<file path="src/rtl/mtr_drv_pwm.sv">
// Dual-channel H-bridge PWM generator: one shared 2048-clock period counter,
// offset-binary duty per channel, and complementary drives separated by dead time.
module mtr_drv_pwm #(
  parameter int NONOVERLAP = 32
) (
  input  logic               clk,
  input  logic               rst_n,
  input  logic signed [10:0] lft_spd,
  input  logic signed [10:0] rght_spd,
  output logic               lftPWM1,
  output logic               lftPWM2,
  output logic               rghtPWM1,
  output logic               rghtPWM2,
  output logic               prd_strt
);

  localparam logic [10:0] CNT_LAST  = 11'h7ff;
  localparam logic [10:0] DUTY_ZERO = 11'h400;
  localparam logic [10:0] NO_CNT    = 11'(NONOVERLAP);
  localparam logic [11:0] NO_SUM    = 12'(NONOVERLAP);

  logic [10:0] cnt;
  logic [10:0] lft_duty;
  logic [10:0] rght_duty;
  logic        lft_hi_p0;
  logic        lft_lo_p0;
  logic        rght_hi_p0;
  logic        rght_lo_p0;
  logic        prd_p0;

  // Signed speed to offset binary: flipping the MSB adds 1024.
  function automatic logic [10:0] to_duty(input logic signed [10:0] spd);
    return {~spd[10], spd[9:0]};
  endfunction

  function automatic logic hi_side(input logic [10:0] c, input logic [10:0] d);
    return (c >= NO_CNT) && (c < d);
  endfunction

  // Sum kept 12 bits wide so a large duty pushes the low-side start past the period.
  function automatic logic lo_side(input logic [10:0] c, input logic [10:0] d);
    return {1'b0, c} >= ({1'b0, d} + NO_SUM);
  endfunction

  // Stage p0: comparisons against the current count and latched duty
  always_comb begin
    lft_hi_p0  = hi_side(cnt, lft_duty);
    lft_lo_p0  = lo_side(cnt, lft_duty);
    rght_hi_p0 = hi_side(cnt, rght_duty);
    rght_lo_p0 = lo_side(cnt, rght_duty);
    prd_p0     = (cnt == CNT_LAST);
  end

  // Stage p1: registered drives; duty latches only at the period boundary
  always_ff @(posedge clk or negedge rst_n) begin
    if (!rst_n) begin
      cnt       <= '0;
      lft_duty  <= DUTY_ZERO;
      rght_duty <= DUTY_ZERO;
      lftPWM1   <= 1'b0;
      lftPWM2   <= 1'b0;
      rghtPWM1  <= 1'b0;
      rghtPWM2  <= 1'b0;
      prd_strt  <= 1'b0;
    end else begin
      cnt <= cnt + 11'd1;
      if (cnt == CNT_LAST) begin
        lft_duty  <= to_duty(lft_spd);
        rght_duty <= to_duty(rght_spd);
      end
      lftPWM1  <= lft_hi_p0;
      lftPWM2  <= lft_lo_p0;
      rghtPWM1 <= rght_hi_p0;
      rghtPWM2 <= rght_lo_p0;
      prd_strt <= prd_p0;
    end
  end

endmodule

</file>
<file path="config.mk">
export PLATFORM = sky130hd
export DESIGN_NAME = mtr_drv_pwm
export DESIGN_NICKNAME = d
export VERILOG_FILES = /design/src/rtl/mtr_drv_pwm.sv
export SDC_FILE = /design/constraint.sdc
export NUM_CORES = 1
export LEC_CHECK = 0
export CORE_MARGIN = 8
export CORE_UTILIZATION = 57
export CTS_CLUSTER_SIZE = 16
export DETAILED_ROUTE_END_ITERATION = 8
export DONT_BUFFER_PORTS = 1
export PLACE_DENSITY = 0.83
export SETUP_SLACK_MARGIN = 0.2
export SLEW_MARGIN = 20
export SYNTH_ARGS = -nofsm -noshare
export SYNTH_HDL_FRONTEND = slang
export SYNTH_SLANG_ARGS = --single-unit
</file>
<file path="constraint.sdc">
create_clock -name clk -period 2 [get_ports clk]
set_clock_uncertainty 0.05 [all_clocks]
set_input_delay 0.3 -clock clk [delete_from_list [all_inputs] [get_ports clk]]
set_output_delay 0.3 -clock clk [all_outputs]
set_load 0.03 [all_outputs]
</file>
==> summary.txt <==
Placement
  • GP Congestion: between 0.8 and 0.9
  • Hpwl dp: roughly 3800 µm
  • Post-place instance area: 2660 µm²
  • Port bufs: 0

Global route
  • Total grt overflow: 0
  • Vias in the first global route: approximately 1,800
  • GRT Resource Usage Total: 0.175
  • Initial antenna violation count: 0
  • Largest net degree at the start of global routing: 39
  • First-pass GRT wire length: 8840 µm

CTS
  • Root buf cell: clkbuf_8
  • Clock insertion delay at the later pin of the skew report: about 0.30 ns
  • Clock tree sinks: 38
  • Reg clk slew, reported paths: approximately 0.080 ns
  • H-tree Lvls: 2
  • CTS tree: built
  • Bufs on Longest Clock Path: 2
  • Total CTS buffers: 5

Flow run
  • Max-cap violations: 0

Setup path
  • Nature of the critical path startpoint: flip-flop
  • CP arrival: 2.25 ns
  • CP max FO: 2
  • WS Path Type: flip-flop to flip-flop
  • Worst Setup End Kind: flip-flop
  • Worst EP required: 2.19 ns

Die
  • IO Pins: 29
  • Die Y: a little over 80 µm
  • Core Region: 4290 µm²
  • Initial Util: 0.580
  • Cell Rows: 24
  • DIE AREA: 6740 µm²
  • Die W: between 80 and 90 µm

Detailed routing
  • Final WL: roughly 5500 µm
  • First-pass DRT Iterations: 4
  • Vias: 1,782
  • Final ANT Viol Nets: 0
  • DRC: 0
  • Vias per inst: 5.82
  • WL/cell: ~18 µm
  • Iter 0 DRT Violations: 66

Synth
  • Synth unique cells: 37
  • Top cells by area, synth: dfrtp_1, ha_1, mux2_4
  • Most area-hungry cell type in the Yosys netlist: dfrtp_1
  • Async set-reset flop share out of synthesis: 1.00
  • Syn_area_per_cell: 11.2 µm²
  • Sequential element share of the synthesized area: 0.383
  • Synthesized flop and latch total: 38
  • Syn Inst Count: between 200 and 250
  • YS warnings: 0
  • Synth Flop Type: dfrtp_1
  • Synth Net Count: 285
  • Share of the synthesized area in the top cell type: 0.362
  • Post-Syn Area: 2490 µm²
  • EDFF count, synth: 0

Status
  • Failing checks: setup timing
  • Status: finished, violations left

STA
  • Worst Setup Slack, final: -0.0608 ns
  • RSZ-0062 raised after global routing: true
  • Slew @ Worst Pin: 0.391 ns
  • Final Max Tran Viols: 0
  • Period utilisation layout: 1.03
  • Final setup violation count: 1
  • Hold Fails Final Rpt: 0
  • Fmax: 485 MHz
  • Max_slew headroom: 0.737
  • Post-route minimum period: 2.06 ns

Finish
  • Most frequent cells in the layout: dfrtp_1, ha_1, inv_1, buf_4, mux2_4
  • Nets: 315
  • Inserted Diodes: 0
  • Most common cell after layout, fill and taps aside: dfrtp_1
  • Area delta synth->final: 21.1%
  • Design area: 3010 µm²
  • Final core utilization: 0.702
  • Share of cells above drive strength 1: 0.311

Power and ir drop
  • Max IR drop VDD: just under 0.5 mV
  • Power per cell area: 601 nW/µm²
  • LEAKAGE: 1.59 nW

Hold path
  • Hold Crit Class: input pin to flip-flop
==> report_power, final <==
part / total (mW) / internal [mW] / leakage, nW / switching, mW
registers: 0.802 / 0.789 / 0.453 / 0.0139
logic: 0.190 / 0.0981 / 1.07 / 0.0917
clock network: 0.820 / 0.532 / 0.0714 / 0.288
==> through the flow <==
step           setup WS [ns]  hold slack (ns)  instances  TNS (ns)  total power, mW
4_1_cts              -0.0715          0.00680        301   -0.0715             1.81
3_5_place_dp         -0.0568          -0.0442        286   -0.0569            0.953
3_3_place_gp          0.0451          -0.0443        286         0            0.945
5_1_grt               -0.173           0.0426        306    -0.173             1.87
6_report             -0.0608           0.0152        306   -0.0608             1.81
2_1_floorplan         0.0677          -0.0456        223         0            0.914
==> worst paths after layout <==
kind,cells after the start,to,slack (ns),startpoint
setup / recovery,9,rghtPWM2$_DFF_PN0_,-0.06,rght_duty[9]$_DFFE_PN0P_
hold / removal,1,rght_duty[10]$_DFFE_PN1P_,0.02,rght_spd[10]
setup reg to reg,9,rghtPWM2$_DFF_PN0_,-0.06,rght_duty[9]$_DFFE_PN0P_
hold reg to reg,2,rght_duty[10]$_DFFE_PN1P_,0.46,rght_duty[10]$_DFFE_PN1P_
max in group asynchronous,2,rght_duty[10]$_DFFE_PN1P_,1.25,rst_n
min in group asynchronous,2,lft_duty[6]$_DFFE_PN0P_,0.39,rst_n
==> state kept, by name, summed over array words and instances, names as in the netlist <==
| signal | cells |
|---|---|
| cnt | 11 |
| lft_duty | 11 |
| rght_duty | 11 |
| lftPWM1 | 1 |
| lftPWM2 | 1 |
| prd_strt | 1 |
| rghtPWM1 | 1 |
| rghtPWM2 | 1 |
==> logic make-up (layout without fill, tap and decap cells) <==
kind of cell,Yosys count,in the layout,share of synthesized area
buf+inv,28,59,0.0483
mux,20,20,0.113
xor+xnor,17,17,0.0598
compound gates,34,34,0.0905
flops,38,38,0.383
simple gates,48,48,0.114
fa+ha+maj,38,38,0.191
==> routing by layer <==
layer	GRT usage	share of wire	wire length, µm	vias to the layer above
met3	0.0460	0.034	187	10
met4	0.0754	0.018	98	0
met1	0.204	0.44	2420	884
met5	0	0	0	-
li1	-	-	-	850
met2	0.295	0.51	2780	38
==> layout make-up <==
class                   instances  area [µm²]
clock buffers                   6        82.6
clock inverters                 2        60.1
fillers                       275        1280
inverters                      26        97.6
multi-input cells             157        1520
flip-flops and latches         38         953
well taps                      52        65.1
repair buffers                 25         231
==> cells in the mapped netlist, types with 4 or more instances <==
library cell   n
mux2_4        15
nor3_1         5
o21ai_0        6
dfrtp_1       36
a21oi_1        9
ha_1          38
inv_1         26
mux2_2         5
xnor2_1       15
a21o_1         6
nor2b_1        4
nand2_1        8
nand3_1       12
==> timing repair <==
action,4_1_cts,5_1_grt
setup endpoints to repair,2,16
gates resized for setup,11,14
hold buffers,2,0
buffers inserted,5,5
pin swaps,13,9
hold endpoints to repair,38,0
==> critical path, cell delays in order (launching register included) <==
cell and delay, ns:
dfrtp_1 0.38, inv_2 0.06, nor3_4 0.18, nand3_1 0.10
xnor2_1 0.13, ha_1 0.31, nand3_2 0.09, or4_1 0.40
a31oi_1 0.17, o31a_1 0.14
(Power assumes the default switching activity.)
